--- config.mk ---
export PLATFORM = sky130hd
export DESIGN_NAME = mux_select_arbiter
export DESIGN_NICKNAME = d
export VERILOG_FILES = /design/src/rtl/mux_select_arbiter.sv
export SDC_FILE = /design/constraint.sdc
export NUM_CORES = 1
export LEC_CHECK = 0
export CELL_PAD_IN_SITES_DETAIL_PLACEMENT = 1
export CELL_PAD_IN_SITES_GLOBAL_PLACEMENT = 1
export CORE_MARGIN = 3
export CORE_UTILIZATION = 34
export DETAILED_ROUTE_END_ITERATION = 7
export GPL_TIMING_DRIVEN = 0
export HOLD_SLACK_MARGIN = 0.15
export PLACE_DENSITY = 0.89
export RECOVER_POWER = 100
export SLEW_MARGIN = 40
export SYNTH_ARGS = -nofsm -noshare
export SYNTH_HDL_FRONTEND = slang
export SYNTH_SLANG_ARGS = --single-unit
--- constraint.sdc ---
create_clock -name clk -period 3.9 [get_ports clk]
set_clock_uncertainty 0.2 [all_clocks]
set_input_delay 1.17 -clock clk [delete_from_list [all_inputs] [get_ports clk]]
set_output_delay 1.17 -clock clk [all_outputs]
set_load 0.1 [all_outputs]
--- src/rtl/mux_select_arbiter.sv ---
// mux_select_arbiter: two-requester arbiter driving a registered 2:1 mux with bounded hold under contention
module mux_select_arbiter #(
  parameter int DATA_W   = 8,
  parameter int MAX_HOLD = 4
) (
  input  logic              clk,
  input  logic              rst,
  input  logic              req_a,
  input  logic              req_b,
  input  logic [DATA_W-1:0] A,
  input  logic [DATA_W-1:0] B,
  output logic              gnt_a,
  output logic              gnt_b,
  output logic              X,
  output logic [DATA_W-1:0] out1,
  output logic              out_valid
);
  typedef enum logic [1:0] {IDLE, OWN_A, OWN_B} state_t;
  localparam logic [3:0] HMAX = 4'(MAX_HOLD);
  state_t r_state, w_next;
  logic [3:0] r_hold, w_hold;
  logic r_last_b, r_x, w_sat;
  assign w_sat = r_hold == HMAX;
  assign gnt_a = r_state == OWN_A;
  assign gnt_b = r_state == OWN_B;
  assign X     = r_x;
  // next owner: ties go opposite the last owner, a saturated hold yields to a waiting rival
  always_comb begin
    w_next = r_state == IDLE  ? (req_a && req_b ? (r_last_b ? OWN_A : OWN_B) :
                                 req_a ? OWN_A : req_b ? OWN_B : IDLE) :
             r_state == OWN_A ? (!req_a ? (req_b ? OWN_B : IDLE) :
                                 (req_b && w_sat) ? OWN_B : OWN_A) :
             r_state == OWN_B ? (!req_b ? (req_a ? OWN_A : IDLE) :
                                 (req_a && w_sat) ? OWN_A : OWN_B) : IDLE;
    w_hold = w_next == IDLE ? 4'd0 : w_next != r_state ? 4'd1 : w_sat ? r_hold : r_hold + 4'd1;
  end
  // state, hold count, ownership memory, select and data capture
  always_ff @(posedge clk) begin
    if (rst) begin
      r_state   <= IDLE;
      r_hold    <= 4'd0;
      r_last_b  <= 1'b1;
      r_x       <= 1'b0;
      out1      <= '0;
      out_valid <= 1'b0;
    end else begin
      r_state   <= w_next;
      r_hold    <= w_hold;
      if (w_next != r_state && w_next != IDLE) r_last_b <= w_next == OWN_B;
      r_x       <= w_next == OWN_A ? 1'b0 : w_next == OWN_B ? 1'b1 : r_x;
      out_valid <= r_state != IDLE;
      if (r_state != IDLE) out1 <= r_x ? B : A;
    end
  end
endmodule

* Word-level counts from Yosys, hierarchy flattened
Index checks and enable logic that the tools add are counted.
Widths: inputs -> output; s select.
** Word-level totals
- Flip-flop bits (word level) :: 17
- Bits in latches :: 0
- Bits in writable memories :: 0
- Bits in read-only memories :: 0
- Input port bits :: 20
- Output and inout bits :: 12
- Logic and storage cells :: 41
- Memories :: 0
** Cells by class
- Add/sub/neg operators :: 1
- Multipliers :: 0
- Divide/modulo/power cells :: 0
- Magnitude comparators :: 0
- Equal/unequal tests :: 7
- Shifts and indexed selects :: 0
- Multiplexer cells :: 15
- Bitwise logic cells :: 0
- Reductions and logical operators :: 11
** Operators with widths (count)
- $mux 2 :: 11
- $mux 8 :: 1
- $add 4x1->4 const B :: 1
- $eq 2x1->1 const B :: 2
- $eq 2x2->1 const B :: 2
- $eq 4x3->1 const B :: 1
- $logic_and 1x1->1 :: 4
- $logic_not 2->1 :: 2
- $reduce_bool 2->1 :: 2
- $reduce_or 2->1 :: 2
- $mux 1 :: 3
- $reduce_or 3->1 :: 1
- $ne 2x1->1 const B :: 1
- $ne 2x2->1 :: 1

* Logic depth before layout (Yosys ltp)
- Word-level depth :: 9
- Depth in mapped cells :: 7
- Gate-level depth less buffers :: 6

* Worst setup path before layout
No wires, ideal clock.
- Path type :: register -> output
- From :: register r_state[0]
- To :: output port gnt_a
- Data arrival time :: 1.860 ns
- Data required time :: 2.530 ns
- Setup slack :: 0.670 ns
- Cell stages (with the launch flop) :: 3
- Buffers on the path :: 1
- Cell sequence :: dfxtp_1 buf_2 nor2b_1
** On the way
- Cells in the longest elaborated chain, start to end :: 1
** Ends and longest elaborated chain
- start: declaration :: line 20 : state_t r_state, w_next;
- start signal: assignment :: line 47 : r_state <= w_next;
- $eq 2x1->1 :: line 24 : assign gnt_a = r_state == OWN_A;
- end: declaration :: line 12 : output logic gnt_a,
No other way between the ends.

* Worst setup path after layout
Ends and elaborated chain as after synthesis.

==> results.md <==
* Status: finished clean
* CTS Root Cell: clkbuf_4
* Critical path's slowest cell: clkbuf_1
* CP bufs+invs at 2
* CTS HTree Levels at 1
* CP startpoint: r_state[0]
* Net Sw Frac at 41.4%
* Core Area at 2340 um^2
* Filler Cell Count at 285
* Post-synth ARST share at 0%
* Post_cts resized at 0
* P&R area growth vs syn at 32.2%
* GP Congestion at 0.697
* Fraction of layout cells with a size suffix above 1 at 7.35%
* Final hold violations at 0
* Clock Latency Late Sink at 0.29 ns
* Vias per cell at 5.20
* Reg clk slew, reported paths at 0.10 ns
* P_leak at 0.458 nW
* Final Total Pwr at 0.000467 W
* Seq pwr share at 41.9%
* M2 GR Usage at 24.5%
* Ys flop type: dfxtp_1
* Mapped Nets at 124
* VDD IR max at 0.000234 V
* Sink Count at 17
* CTS tree: built
* Final Cycle Share at 83.8%
* Placement Cell Area at 1170 um^2
* Clock power share at 20.4%
* CP startpoint kind: register
* CP Data Arrival Time at 1.90 ns
* Global routing usage on met1 at 17.9%
* IO Port Bufs at 30
* CP Max Fanout at 10
* Worst-Margin Slew at 1.19 ns
* Num CTS Buffers at 3
* Chip Height at 57.2 um
* Net count, final at 159
* Largest net degree at the start of global routing at 11
* Sw Pwr at 0.000194 W
* Hold path startpoint: r_hold[1]
* Worst setup EP type: output port
* First drt pass iteration count at 4
* RSZ-0062 raised after global routing: no
* Synth Area per Inst at 8.73 um^2
* Mapped Area at 891 um^2
* Setup tns final at 0 ns
* Grt peak-use layer: met2
* Die width at 57.2 um
* Synth Instances at 102
* Grt ovf at 0
* Placed Cells incl. Taps at 160
* Worst EP required at 2.53 ns
* Ports at 32
* Crit-path cells: buf_2 > nor2b_1 > clkbuf_1
* Setup bufs post-CTS at 0
* Hold WC Path Type: reg -> reg
* Cts hold-fix bufs at 0
* Warning count from the yosys run at 0
* Slowest cell delay on critical path at 0.88 ns
* Ant diodes at 0
* GRT Total Usage at 14.8%
* Iter 0 DRT Violations at 16
* DRT Wirelength at 2.23 mm
* Antenna violations before repair at 0
* Synth cell types at 30
* Worst path top cell family by delay: buffers and inverters
* Routed len/inst at 13.6 um
* HPWL after DPL at 1.74 mm
* Maximum buffer depth of the clock tree at 2
* Vias at 853
* Slew Limit Fails at 0
* Worst slew margin at 20.8%
* Final ANT Viol Nets at 0
* Rows at 17
* Comb pwr share at 37.6%
* Commonest non-fill, non-tap cell in the layout: dfxtp_1
* Met3 GRT Util at 5.20%
* Register area share after synthesis at 38.2%
* Setup CP Type: reg -> out
* Max Cap Violations at 0
* Die Area at 3270 um^2
* First-pass GRT wire length at 3.86 mm
* Int Power at 0.000274 W
* Design area at 1180 um^2
* Fin cells at 164
* Final Critical Period at 3.27 ns
* DRC at 0
* Post-synth EDFFs at 0
* Setup violations, final at 0
* Highest-count cells in the layout ignoring fill and taps: 17 x dfxtp_1, 16 x clkdlybuf4s50_1, 15 x clkbuf_1
* Peak Freq at 306 MHz
* Reg-to-reg startpoint: r_hold[0]
* Vias in the first global route at 863
* P per Cell Area at 397 nW/um^2
* Initial core utilization at 38.1%
* Synth Register Bits at 17
==> worst register-to-register path, stage by stage, from the launching register on <==
cell and delay, ns:
dfxtp_1 0.41, inv_1 0.07, ha_1 0.24, and3b_1 0.19
buf_6 0.13, a211oi_1 0.26, o21ai_0 0.19, nor2_1 0.15
==> path summary, 6_finish.rpt <==
path	endpoint	slack, ns	cells after the start
setup / recovery	gnt_a	0.63	3
hold / removal	r_hold[1]	0.31	2
setup reg to reg	r_hold[3]	1.99	7
hold reg to reg	r_hold[1]	0.31	2
==> per-stage QoR <==
stage	worst slack, ns	utilization, %	hold WS [ns]
finish	0.632	50.3	0.305
global route	0.537	50.3	0.347
CTS	1.06	51.0	0.308
detailed placement	1.12	49.8	0.292
global placement	0.720	52.4	0.276
floorplan	0.670	-	0.261
==> Yosys cell counts, drive strengths merged (2+ instances only) <==
cell type / number / area, um^2
a21o: 2 / 15.0
o21ai: 4 / 20.0
nand2: 8 / 30.0
dfxtp: 17 / 340
nor2b: 3 / 18.8
clkbuf: 3 / 12.5
mux2i: 8 / 80.1
nor2: 12 / 45.0
a21oi: 7 / 35.0
and4b: 2 / 20.0
inv: 4 / 15.0
nor3: 3 / 15.0
buf: 5 / 43.8
a211oi: 10 / 75.1
ha: 2 / 25.0
==> power groups by stage <==
stage / Combinational (W) / Clock, W / Sequential [W]
2_1_floorplan: 0.0000623 / 0 / 0.000274
3_3_place_gp: 0.000188 / 0 / 0.000199
3_5_place_dp: 0.000181 / 0 / 0.000200
4_1_cts: 0.000182 / 0.000100 / 0.000196
5_1_grt: 0.000187 / 0.000109 / 0.000198
6_report: 0.000176 / 0.0000955 / 0.000196
==> state kept, by name (all words and copies together), names as in the netlist <==
name,flops
r_hold,4
r_last_b,1
out_valid,1
X,1
out1,8
r_state,2
==> final cells by class <==
class | count | area (um^2) | share of cell area, %
repair buffers | 30 | 225 | 19.1
inverters | 4 | 15.0 | 1.28
plain buffers | 8 | 56.3 | 4.78
multi-input cells | 73 | 479 | 40.7
well taps | 28 | 35.0 | 2.98
flip-flops and latches | 17 | 340 | 28.9
clock buffers | 4 | 26.3 | 2.23
==> metal layers <==
| layer | vias to the layer above | part of all wire, % | routed length, um |
|---|---|---|---|
| met2 | 31 | 45 | 1010 |
| met4 | 0 | 1.5 | 34 |
| met1 | 388 | 45 | 1000 |
| met3 | 4 | 8.1 | 180 |
| li1 | 430 | - | - |
| met5 | - | 0 | 0 |
==> cell families after synthesis <==
family	Yosys count	synth area share (%)
XOR/XNOR	1	0.983
adder cells (fa/ha/maj)	2	2.81
multiplexers	8	8.99
AO/OA/AOI/OAI	28	22.0
AND/OR/NAND/NOR	34	19.0
buffers and inverters	12	8.00
flip-flops	17	38.2
(Power assumes the default switching activity.)
